File: src/rtl/uart_rx.sv
// uart_rx: 8N1 serial receiver with a one-entry valid/ready output buffer.
// Ports: clk, rst (sync, active-high), serial_in, data_out/_valid/_ready, rx_busy, frame_err, overrun.
module uart_rx #(
  parameter int unsigned CLOCK_FREQ = 125_000_000,
  parameter int unsigned BAUD_RATE  = 115_200
) (
  input  logic       clk,
  input  logic       rst,
  input  logic       serial_in,
  output logic [7:0] data_out,
  output logic       data_out_valid,
  input  logic       data_out_ready,
  output logic       rx_busy,
  output logic       frame_err,
  output logic       overrun
);

  localparam int unsigned SYMBOL_EDGE_TIME = CLOCK_FREQ / BAUD_RATE;
  localparam int unsigned SAMPLE_TIME = SYMBOL_EDGE_TIME / 2;
  localparam int unsigned CW = $clog2(SYMBOL_EDGE_TIME);
  localparam logic [CW-1:0] SYM_LAST = CW'(SYMBOL_EDGE_TIME - 1);
  localparam logic [CW-1:0] SMP_LAST = CW'(SAMPLE_TIME - 1);

  typedef enum logic [2:0] {
    S_IDLE,
    S_START,
    S_DATA,
    S_STOP,
    S_BREAK
  } state_t;

  state_t          r_state;
  state_t          w_state_nxt;
  logic            r_sync;
  logic            r_rx_s;
  logic [CW-1:0]   r_clk_cnt;
  logic [2:0]      r_bit_cnt;
  logic [7:0]      r_shift;
  logic [7:0]      r_data;
  logic            r_valid;
  logic            r_ferr;
  logic            r_ovr;
  logic            w_bit_hit;
  logic            w_stop_ok;
  logic            w_stop_bad;
  logic            w_go_data;
  logic            w_cnt_clr;

  always_ff @(posedge clk) begin
    if (rst) r_state <= S_IDLE;
    else     r_state <= w_state_nxt;
  end

  always_comb begin
    w_state_nxt = r_state;
    w_bit_hit   = 1'b0;
    w_stop_ok   = 1'b0;
    w_stop_bad  = 1'b0;
    w_go_data   = 1'b0;
    unique case (r_state)
      S_IDLE: begin
        if (!r_rx_s) w_state_nxt = S_START;
      end
      S_START: begin
        if (r_clk_cnt == SMP_LAST) begin
          w_go_data   = !r_rx_s;
          w_state_nxt = r_rx_s ? S_IDLE : S_DATA;
        end
      end
      S_DATA: begin
        if (r_clk_cnt == SYM_LAST) begin
          w_bit_hit = 1'b1;
          if (r_bit_cnt == 3'd7) w_state_nxt = S_STOP;
        end
      end
      S_STOP: begin
        if (r_clk_cnt == SYM_LAST) begin
          w_stop_ok   = r_rx_s;
          w_stop_bad  = !r_rx_s;
          w_state_nxt = r_rx_s ? S_IDLE : S_BREAK;
        end
      end
      S_BREAK: begin
        if (r_rx_s) w_state_nxt = S_IDLE;
      end
      default: w_state_nxt = S_IDLE;
    endcase
  end

  // Every sample point either changes state or is a data bit tick.
  assign w_cnt_clr = (w_state_nxt != r_state) || w_bit_hit;

  always_ff @(posedge clk) begin
    if (rst) begin
      r_sync    <= 1'b1;
      r_rx_s    <= 1'b1;
      r_clk_cnt <= '0;
      r_bit_cnt <= 3'd0;
      r_shift   <= 8'h00;
      r_data    <= 8'h00;
      r_valid   <= 1'b0;
      r_ferr    <= 1'b0;
      r_ovr     <= 1'b0;
    end else begin
      r_sync <= serial_in;
      r_rx_s <= r_sync;
      r_ferr <= w_stop_bad;
      r_ovr  <= 1'b0;
      if (w_cnt_clr) r_clk_cnt <= '0;
      else           r_clk_cnt <= r_clk_cnt + CW'(1);
      if (w_go_data) r_bit_cnt <= 3'd0;
      if (w_bit_hit) begin
        r_shift[r_bit_cnt] <= r_rx_s;
        r_bit_cnt          <= r_bit_cnt + 3'd1;
      end
      // A full buffer being drained this cycle can still take the new byte.
      if (w_stop_ok) begin
        if (!r_valid || data_out_ready) begin
          r_data  <= r_shift;
          r_valid <= 1'b1;
        end else begin
          r_ovr <= 1'b1;
        end
      end else if (r_valid && data_out_ready) begin
        r_valid <= 1'b0;
      end
    end
  end

  assign data_out       = r_data;
  assign data_out_valid = r_valid;
  assign rx_busy        = (r_state != S_IDLE);
  assign frame_err      = r_ferr;
  assign overrun        = r_ovr;

endmodule

File: config.mk
export PLATFORM = sky130hd
export DESIGN_NAME = uart_rx
export DESIGN_NICKNAME = d
export VERILOG_FILES = /design/src/rtl/uart_rx.sv
export SDC_FILE = /design/constraint.sdc
export NUM_CORES = 1
export LEC_CHECK = 0
export CAP_MARGIN = 0
export CORE_AREA = 2 2 75 77
export DETAILED_ROUTE_END_ITERATION = 10
export DIE_AREA = 0 0 77 79
export DONT_BUFFER_PORTS = 1
export PLACE_DENSITY = 0.48
export SLEW_MARGIN = 20
export SYNTH_ARGS = -nofsm -noshare
export SYNTH_HDL_FRONTEND = slang
export SYNTH_SLANG_ARGS = --single-unit
export TNS_END_PERCENT = 1
File: constraint.sdc
create_clock -name clk -period 2.5 [get_ports clk]
set_clock_uncertainty 0.15 [all_clocks]
set_input_delay 0.75 -clock clk [delete_from_list [all_inputs] [get_ports clk]]
set_output_delay 0.75 -clock clk [all_outputs]
set_load 0.05 [all_outputs]
==> metrics.cfg, run 1 <==
[route]
drtIter0Drc=100
route.detailed.drc=0
wl_mm=3.89
drt_pre_antenna_iters=4
wl_per_cell_um=13.9
vias_per_cell=5.19
vias=1447
ant_nets=0

[power]
power_mw=1.13
pwr-share-clk_pct=39.3
p_comb_share_pct=5.6
powerDensity_nw_per_um2=580
p_leak_nw=0.650
switchingPower_uw=276
switching_share_pct=24.4
seqPwrFrac_pct=55.1
ir_drop_mv=0.199
p_int_uw=857

[die]
initial_core_util_pct=34.0
die_area_sq_um=6080
num_io_pins=16
die_width_um=77
rows=27
coreArea_sq_um=5340
die_h_um=79

[final_layout]
design_area_sq_um=1960
final_layout_size_suffix_gt1_share_pct=9.66
nets=215
syn_to_final_growth_pct=7.87
fillers=571
multi_input_area_sq_um=961
fin_cells=279
antennaDiodeCount=0
post-route-util_pct=36.6
seq_area_sq_um=761

[placement]
dp.cells=271
pre_cts_slack_ps=555
dp_hpwl_mm=2.63
routabilityCongestion=0.769
dpl_cell_area_sq_um=1860
portBuffers=0

[sta]
grt_setup_unrepaired=false
slew_headroom_pct=64.4
whs_ps=260
fmax_mhz=446
min_period_ps=2240
final.setup.worst_slack_ps=255
finalCritPeriodShare_pct=89.8
finalSetupViolations=0
drv_slew=0
final_hold_viol_count=0
tns_ps=0
worstMarginPinSlew_ps=533

[critical_path]
cp.arrival_ps=1340
slowest_delay_ps=560
cp-start-kind=flop
cp-end-kind=output pin
cp.required_ps=1600
cp_slowest_cell=dfxtp_1
reg2regPathDepth=4
cp_max_fo=12
cp_cell_sequence=nor2_1 > nand2_1
worstSetupPathType=flop to output pin

[synth]
synth_area_leader_cell=dfxtp_1
synth_fp_nets=220
synth_ff_type=dfxtp_1
seq_area_frac_synth_pct=42.0
ys_async_sr_fraction_pct=0
synth-seq-cells=38
synth_edf_count=0
ys_types=40
avgSynthCellArea_sq_um=8.59
synth_top_area_share_pct=42.0
synth_cells=211
yosys-top-cells-count=dfxtp_1 (38), nand3_1 (21), a21oi_1 (18)
synth-warning-count=0
yosysMostFrequentCell=dfxtp_1
syn-cell-area_sq_um=1810
yosys-top-cells-area=dfxtp_1 (42%), nand3_1 (5.8%), a21oi_1 (5.0%)

[global_route]
grt-ovfl-total=0
antenna_found_initial=0
grt_start_max_net_pins=30
track_usage_pct=13.7
grt_pass1_wl_mm=6.60
grt_pass1_vias=1344

[job]
drv_cap=0

[clocking]
root_buffer=clkbuf_8
h-tree-depth=2
clockBufferDepth=2
cts_tree=yes
cts_resized=0
insertion_delay_ps=290
hold_buffers=0
cts_sinks=38
path_clk_slew_ps=80
post_cts.repair.setup_buffers=0
cts-buffers-inserted=5

[outcome]
status=finished clean

[min_path]
hp-class=flop to flop
hold_depth=1

[cells by family after synthesis]
logic type | count (synthesis) | synth area share [%]
AO/OA/AOI/OAI | 37 | 11.4
XOR/XNOR | 9 | 4.35
adder cells (fa/ha/maj) | 5 | 3.45
buffers and inverters | 21 | 5.04
flip-flops | 38 | 42.0
multiplexers | 5 | 2.76
AND/OR/NAND/NOR | 96 | 31.1
[worst max-delay path, delay by kind of cell, from the launching register on]
kind / cells / cell delay, ps
simple gates: 2 / 500
flops: 1 / 560
[final timing paths]
| path | from | slack (ps) | to |
|---|---|---|---|
| hold reg to reg | r_sync$_SDFF_PP1_ | 260 | r_rx_s$_SDFF_PP1_ |
| setup / recovery | r_state[0]$_SDFF_PP0_ | 260 | rx_busy |
| hold / removal | r_sync$_SDFF_PP1_ | 260 | r_rx_s$_SDFF_PP1_ |
| setup reg to reg | r_clk_cnt[2]$_SDFF_PP0_ | 540 | r_state[0]$_SDFF_PP0_ |
[cells in the final DEF (no fill, tap or decap), types with 2 or more instances in the layout]
cell	instances
dfxtp_1	38
nand3_1	21
a21oi_1	18
nand4_1	13
nor3_1	13
o21ai_0	12
nand2_1	11
nand2b_1	7
clkbuf_8	6
inv_1	5
nor2_1	5
xor2_1	5
mux2i_1	5
ha_1	5
nor2b_1	4
xnor2_1	4
buf_4	4
nor4b_1	3
and4_2	2
a22oi_1	2
and2_1	2
nor3b_1	2
o31ai_1	2
or2_2	2
[sequential cells by signal, indices dropped and copies added (netlist names)]
| signal | count |
|---|---|
| r_bit_cnt | 3 |
| r_shift | 8 |
| overrun | 1 |
| r_sync | 1 |
| r_clk_cnt | 11 |
| frame_err | 1 |
| r_rx_s | 1 |
| r_state | 3 |
| data_out | 8 |
| data_out_valid | 1 |
[metal layers]
metal,share of wire [%],vias up,track usage [%]
li1,-,755,-
met3,2.9,4,3.86
met1,51,670,17.3
met5,0,-,0
met2,45,18,22.0
met4,1.2,0,5.89
[final cells by class]
cell class	count	area share [%]
Tap cell	72	4.61
Clock buffer	6	4.22
Multi-Input combinational cell	152	49.1
Sequential cell	38	38.9
Timing Repair Buffer	4	1.54
Clock inverter	2	0.640
Inverter	5	0.960
[power groups by stage]
stage,combinational [mW],sequential (mW),clock (mW)
2_1_floorplan,0.0610,0.631,0
3_3_place_gp,0.0657,0.638,0
3_5_place_dp,0.0643,0.639,0
4_1_cts,0.0647,0.624,0.459
5_1_grt,0.0720,0.626,0.488
6_report,0.0640,0.624,0.445
Note: power is estimated with default switching activity, not from simulation.
==> run 2, diff against run 1 <==
--- a/config.mk
+++ b/config.mk
@@ -8,2 +8,4 @@
 export CAP_MARGIN = 0
+export CELL_PAD_IN_SITES_DETAIL_PLACEMENT = 1
+export CELL_PAD_IN_SITES_GLOBAL_PLACEMENT = 1
 export CORE_AREA = 2 2 75 77
@@ -12,3 +14,4 @@
 export DONT_BUFFER_PORTS = 1
-export PLACE_DENSITY = 0.48
+export HOLD_SLACK_MARGIN = 0.06
+export PLACE_DENSITY = 0.6
 export SLEW_MARGIN = 20
==> constraint.sdc (replaced) <==
create_clock -name clk -period 2.5 [get_ports clk]
set_clock_uncertainty 0.15 [all_clocks]
set_input_delay 0.25 -clock clk [delete_from_list [all_inputs] [get_ports clk]]
set_output_delay 0.25 -clock clk [all_outputs]
set_load 0.05 [all_outputs]
==> run 2 against run 1 <==
Effect of this change:
- clock power increased by 20%
- clock-buffer cell count decreased by 1
- sequential power about the same
- sequential share of layout area decreased by 0.47 points
- cell count unchanged
- core utilization increased by 0.45 points
- total power increased by 8.4%
- register-to-register slack got worse by 97 ps
- largest cell class unchanged
- highest routed layer unchanged
==> metrics.cfg, run 2 (synthesis results as in run 1) <==
[outcome]
status=finished clean  ; unchanged

[final_layout]
syn_to_final_growth_pct=9.18  ; was 7.87%
post-route-util_pct=37.1  ; was 36.6%
seq_area_sq_um=761  ; unchanged
layout_common_cells=dfxtp_1 (38), nand3_1 (21), a21oi_1 (18)  ; unchanged
antennaDiodeCount=0  ; unchanged
multi_input_area_sq_um=961  ; unchanged
final_common_cell=dfxtp_1  ; unchanged
final_layout_size_suffix_gt1_share_pct=8.70  ; was 9.66%
top_register=r_clk_cnt  ; unchanged
largest_reg_flops=11  ; unchanged
fin_cells=279  ; unchanged
nets=215  ; unchanged
fillers=671  ; was 571

[clocking]
clockBufferDepth=2  ; unchanged
cts-buffers-inserted=5  ; unchanged
cts_sinks=38  ; unchanged
cts_tree=yes  ; unchanged
path_clk_slew_ps=80  ; about the same
h-tree-depth=2  ; unchanged
root_buffer=clkbuf_8  ; unchanged
insertion_delay_ps=290  ; about the same
post_cts.repair.setup_buffers=0  ; unchanged
cts_resized=0  ; unchanged

[power]
p_comb_share_pct=5.7  ; was 5.6%
seqPwrFrac_pct=51.0  ; was 55.1%
powerDensity_nw_per_um2=621  ; was 580 nW/um^2
p_int_uw=933  ; was 857 uW
switching_share_pct=24.1  ; was 24.4%
pwr-share-clk_pct=43.3  ; was 39.3%
ir_drop_mv=0.316  ; was 0.199 mV
switchingPower_uw=296  ; was 276 uW
p_leak_nw=0.651  ; was 0.650 nW

[critical_path]
worstSetupPathType=flop to flop  ; was flop to output pin
crit_start=r_clk_cnt[2]$_SDFF_PP0_  ; was r_state[0]$_SDFF_PP0_
cp_top_family=simple AND/OR/NAND/NOR gates  ; was flip-flops
critPathCapture=r_state[0]$_SDFF_PP0_  ; was rx_busy
cp_max_fo=13  ; was 12
r2r_start=r_clk_cnt[2]$_SDFF_PP0_  ; unchanged
cp.arrival_ps=2100  ; was 1340 ps
cp_slowest_cell=or4_1  ; was dfxtp_1
cp.depth=4  ; was 2
cp_cell_sequence=and3_1 > nand2_2 > or4_1 > a311oi_1  ; was nor2_1 > nand2_1
cp.required_ps=2550  ; was 1600 ps
reg2reg_slack_ps=440  ; was 540 ps
cp-start-kind=flop  ; unchanged
reg2reg_to=r_state[0]$_SDFF_PP0_  ; unchanged
cp-end-kind=flop  ; was output pin
reg2regPathDepth=4  ; unchanged
critPathBufInv=0  ; unchanged
slowest_delay_ps=520  ; was 560 ps

[route]
drtIter0Drc=133  ; was 100
vias=1497  ; was 1,447
vias_per_cell=5.37  ; was 5.19
route.detailed.drc=0  ; unchanged
drt_pre_antenna_iters=4  ; unchanged
ant_nets=0  ; unchanged
wl_mm=4.40  ; was 3.89 mm
wl_per_cell_um=15.8  ; was 13.9 um

[global_route]
grt-ovfl-total=0  ; unchanged
antenna_found_initial=0  ; unchanged
grt_pass1_vias=1457  ; was 1,344
track_usage_pct=15.2  ; was 13.7%
grt_pass1_wl_mm=7.36  ; was 6.60 mm
grt_start_max_net_pins=28  ; was 30

[min_path]
hp-class=input port to flop  ; was flop to flop
hold_depth=2  ; was 1

[die]
num_io_pins=16  ; unchanged
die_h_um=79  ; unchanged
initial_core_util_pct=34.0  ; unchanged
die_width_um=77  ; unchanged
rows=27  ; unchanged
die_area_sq_um=6080  ; unchanged
coreArea_sq_um=5340  ; unchanged

[sta]
finalCritPeriodShare_pct=82.3  ; was 89.8%
worstMarginPinSlew_ps=898  ; was 533 ps
min_period_ps=2060  ; was 2240 ps
drv_slew=0  ; unchanged
slew_headroom_pct=39.9  ; was 64.4%
tns_ps=0  ; unchanged
fmax_mhz=486  ; was 446 MHz
final.setup.worst_slack_ps=443  ; was 255 ps
final_hold_viol_count=0  ; unchanged
finalSetupViolations=0  ; unchanged
grt_setup_unrepaired=false  ; unchanged

[placement]
dp_hpwl_mm=3.06  ; was 2.63 mm
portBuffers=0  ; unchanged
routabilityCongestion=0.766  ; was 0.769
dp.cells=269  ; was 271
pre_cts_slack_ps=484  ; was 555 ps

[job]
drv_cap=0  ; unchanged

run 2: cell types whose count changed in the layout (fill, tap and decap cells not counted), sizes merged:
cell,change
bufinv,+1
dlygate4sd3,+2
buf,-2
clkinv,-1
clkbuf,-1
clkinvlp,+1
run 2: how the worst min path moves through the flow:
stage / start / endpoint / slack, ps
CTS: data_out_ready / overrun$_SDFF_PP0_ / 60
floorplan: serial_in / r_sync$_SDFF_PP1_ / 200
global route: data_out_ready / overrun$_SDFF_PP0_ / 70
global placement: rst / r_bit_cnt[0]$_SDFFE_PP0P_ / 180
detailed placement: rst / r_bit_cnt[1]$_SDFFE_PP0P_ / 180
finish: data_out_ready / overrun$_SDFF_PP0_ / 70
run 2: through the flow:
step / hold WS, ps / total power, mW / instance area (sq um)
2_1_floorplan: 204 / 0.692 / 1810
3_3_place_gp: 177 / 0.698 / 1850
3_5_place_dp: 179 / 0.704 / 1850
4_1_cts: 60.2 / 1.25 / 1980
5_1_grt: 68.8 / 1.28 / 1980
6_report: 71.4 / 1.23 / 1980
run 2: layer usage:
metal | track usage, % | wire, um
met3 | 3.98 | 161
met1 | 19.3 | 2010
met2 | 25.0 | 2160
met5 | 0 | 0
met4 | 5.89 | 70
run 2: power groups by stage:
stage          Combinational, mW  Clock (mW)  Sequential (mW)
2_1_floorplan             0.0610           0            0.631
3_3_place_gp              0.0585           0            0.640
3_5_place_dp              0.0626           0            0.642
4_1_cts                   0.0714       0.550            0.627
5_1_grt                   0.0783       0.575            0.630
6_report                  0.0698       0.532            0.627
run 2: final cells by class:
| type | count | area share [%] |
|---|---|---|
| Inverter | 5 | 0.948 |
| Clock buffer | 5 | 3.48 |
| Tap cell | 72 | 4.55 |
| Sequential cell | 38 | 38.4 |
| Clock inverter | 3 | 2.28 |
| Timing Repair Buffer | 4 | 1.77 |
| Multi-Input combinational cell | 152 | 48.5 |
run 2: what timing repair did:
item	in CTS	in global routing
endpoints found under the setup margin	0	0
endpoints found under the hold margin	27	0
hold buffers	2	0
==> run 3, diff against run 2 <==
PLACE_DENSITY = 0.62   (was 0.6)
clock period = 1.65 ns   (was 2.5 ns; I/O delays follow)
==> run 3 against run 2 <==
Effect of this change:
- the run now ends with hold timing, setup timing left
- register-to-register slack got worse by 540 ps
- core utilization increased by 8.6 points
- global-route usage increased by 3.1 points
- fmax increased by 18%
- clock power increased by 50%
- worst hold slack got worse by 280 ps
- critical endpoint is now r_clk_cnt[3]$_SDFF_PP0_
==> metrics.cfg, run 3 (synthesis results as in run 1) <==
[outcome]
status=finished with violations  ; was finished clean
violations=hold timing, setup timing

[route]
wl_per_cell_um=15.8  ; about the same
vias=1741  ; was 1,497
wl_mm=5.11  ; was 4.40 mm
drtIter0Drc=93  ; was 133
vias_per_cell=5.39  ; was 5.37
route.detailed.drc=0  ; unchanged
ant_nets=0  ; unchanged
drt_pre_antenna_iters=4  ; unchanged

[global_route]
grt_pass1_wl_mm=8.85  ; was 7.36 mm
track_usage_pct=18.4  ; was 15.2%
grt_pass1_vias=1798  ; was 1,457
grt_start_max_net_pins=30  ; was 28
grt-ovfl-total=0  ; unchanged
antenna_found_initial=0  ; unchanged

[sta]
grt_setup_unrepaired=true  ; was false
whs_ps=-213  ; was 71.4 ps
min_period_ps=1750  ; was 2060 ps
final_hold_viol_count=20  ; was 0
slew_headroom_pct=68.0  ; was 39.9%
finalCritPeriodShare_pct=106  ; was 82.3%
final.setup.worst_slack_ps=-99.8  ; was 443 ps
worstMarginPinSlew_ps=479  ; was 898 ps
drv_slew=0  ; unchanged
finalSetupViolations=24  ; was 0
fmax_mhz=572  ; was 486 MHz

[clocking]
cts-buffers-inserted=5  ; unchanged
clockBufferDepth=2  ; unchanged
root_buffer=clkbuf_8  ; unchanged
h-tree-depth=2  ; unchanged
cts_tree=yes  ; unchanged
hold_buffers=8  ; was 2
cts_sinks=38  ; unchanged
insertion_delay_ps=290  ; about the same
path_clk_slew_ps=80  ; about the same

[final_layout]
top_register=r_clk_cnt  ; unchanged
antennaDiodeCount=0  ; unchanged
post-route-util_pct=45.7  ; was 37.1%
nets=259  ; was 215
fillers=644  ; was 671
layout_common_cells=buf_4 (38), dfxtp_1 (32), nand3_1 (16)  ; was dfxtp_1 (38), nand3_1 (21), a21oi_1 (18)
largest_reg_flops=11  ; unchanged
fin_cells=323  ; was 279
final_common_cell=buf_4  ; was dfxtp_1
final_layout_size_suffix_gt1_share_pct=32.3  ; was 8.70%
syn_to_final_growth_pct=34.4  ; was 9.18%

[critical_path]
cp.required_ps=1680  ; was 2550 ps
critPathBufInv=2  ; was 0
cp-start-kind=flop  ; unchanged
cp.depth=7  ; was 4
cp.arrival_ps=1780  ; was 2100 ps
reg2reg_slack_ps=-100  ; was 440 ps
reg2reg_to=r_clk_cnt[3]$_SDFF_PP0_  ; was r_state[0]$_SDFF_PP0_
worstSetupPathType=flop to flop  ; unchanged
slowest_delay_ps=340  ; was 520 ps
r2r_start=r_clk_cnt[1]$_SDFF_PP0_  ; was r_clk_cnt[2]$_SDFF_PP0_
cp_max_fo=8  ; was 13
cp-end-kind=flop  ; unchanged
cp_top_family=simple AND/OR/NAND/NOR gates  ; unchanged
reg2regPathDepth=7  ; was 4
cp_slowest_cell=dfxtp_2  ; was or4_1
cp_cell_sequence=inv_4 > ha_4 > and4b_2 > nand4_1 > a32oi_2 > buf_4 > nor3_1  ; was and3_1 > nand2_2 > or4_1 > a311oi_1

[placement]
dp.cells=304  ; was 269
portBuffers=0  ; unchanged
pre_cts_slack_ps=-248  ; was 484 ps
dp_hpwl_mm=3.54  ; was 3.06 mm
routabilityCongestion=0.817  ; was 0.766

[power]
p_leak_nw=0.860  ; was 0.651 nW
powerDensity_nw_per_um2=784  ; was 621 nW/um^2
ir_drop_mv=0.376  ; was 0.316 mV

[die]
rows=27  ; unchanged
die_h_um=79  ; unchanged
initial_core_util_pct=34.0  ; unchanged
num_io_pins=16  ; unchanged
coreArea_sq_um=5340  ; unchanged
die_area_sq_um=6080  ; unchanged
die_width_um=77  ; unchanged

[min_path]
hp-class=input port to flop  ; unchanged
hold_path_end=r_shift[6]$_SDFFE_PP0P_  ; was overrun$_SDFF_PP0_
hold_depth=1  ; was 2
hold_start=rst  ; was data_out_ready

[job]
drv_cap=0  ; unchanged

## run 3: changes by cell type in the layout (fill, tap and decap cells not counted), moves of 3 or more
cell / before / now
ha_1: 5 / 2
a21oi_2: 0 / 3
o21ai_0: 12 / 4
nand3_2: 0 / 5
dlygate4sd3_1: 2 / 8
o21ai_1: 0 / 7
dfxtp_1: 38 / 32
dfxtp_2: 0 / 6
nand3_1: 21 / 16
buf_4: 2 / 38
a21oi_1: 18 / 15
## run 3: metal layers
metal,up-vias,part of all wire (%),track usage [%]
met3,4,4.0,4.43
li1,845,-,-
met2,31,49,31.4
met4,0,0.78,5.89
met1,861,46,22.9
met5,-,0,0
## run 3: worst max-delay path by stage
stage	from	to	slack [ps]
CTS	r_clk_cnt[1]$_SDFF_PP0_	r_clk_cnt[3]$_SDFF_PP0_	-80
detailed placement	r_clk_cnt[1]$_SDFF_PP0_	r_shift[5]$_SDFFE_PP0P_	-250
finish	r_clk_cnt[1]$_SDFF_PP0_	r_clk_cnt[3]$_SDFF_PP0_	-100
global placement	r_clk_cnt[1]$_SDFF_PP0_	data_out[0]$_SDFFE_PP0P_	-110
floorplan	r_clk_cnt[0]$_SDFF_PP0_	r_clk_cnt[8]$_SDFF_PP0_	-30
global route	r_clk_cnt[1]$_SDFF_PP0_	r_clk_cnt[6]$_SDFF_PP0_	-180
## run 3: power by group
group / leakage, nW / internal (mW) / total (mW) / switching [mW]
Combinational: 0.500 / 0.0779 / 0.170 / 0.0922
Clock: 0.0504 / 0.450 / 0.798 / 0.349
Sequential: 0.310 / 0.930 / 0.942 / 0.0128
## run 3: layout make-up
type                    count  area (sq um)  area share, %
clock inverters             3          45.0           1.85
repair buffers             48           388           15.9
flip-flops and latches     38           768           31.5
clock buffers               5          68.8           2.82
well taps                  72          90.1           3.70
multi-input cells         152          1060           43.3
inverters                   5          21.3          0.873
## run 3: per-stage QoR
step	cell area [sq um]	TNS, ps	total power [mW]
floorplan	1870	-504	1.05
global placement	2140	-2220	1.09
detailed placement	2140	-4820	1.10
CTS	2410	-1110	1.93
global route	2440	-3920	2.00
finish	2440	-1390	1.91
## run 3: timing repair
item,CTS,global route
pin swaps,17,6
resized for setup,19,13
hold endpoints to repair,27,20
setup endpoints to repair,35,37
cloned,1,0
buffers inserted,2,0
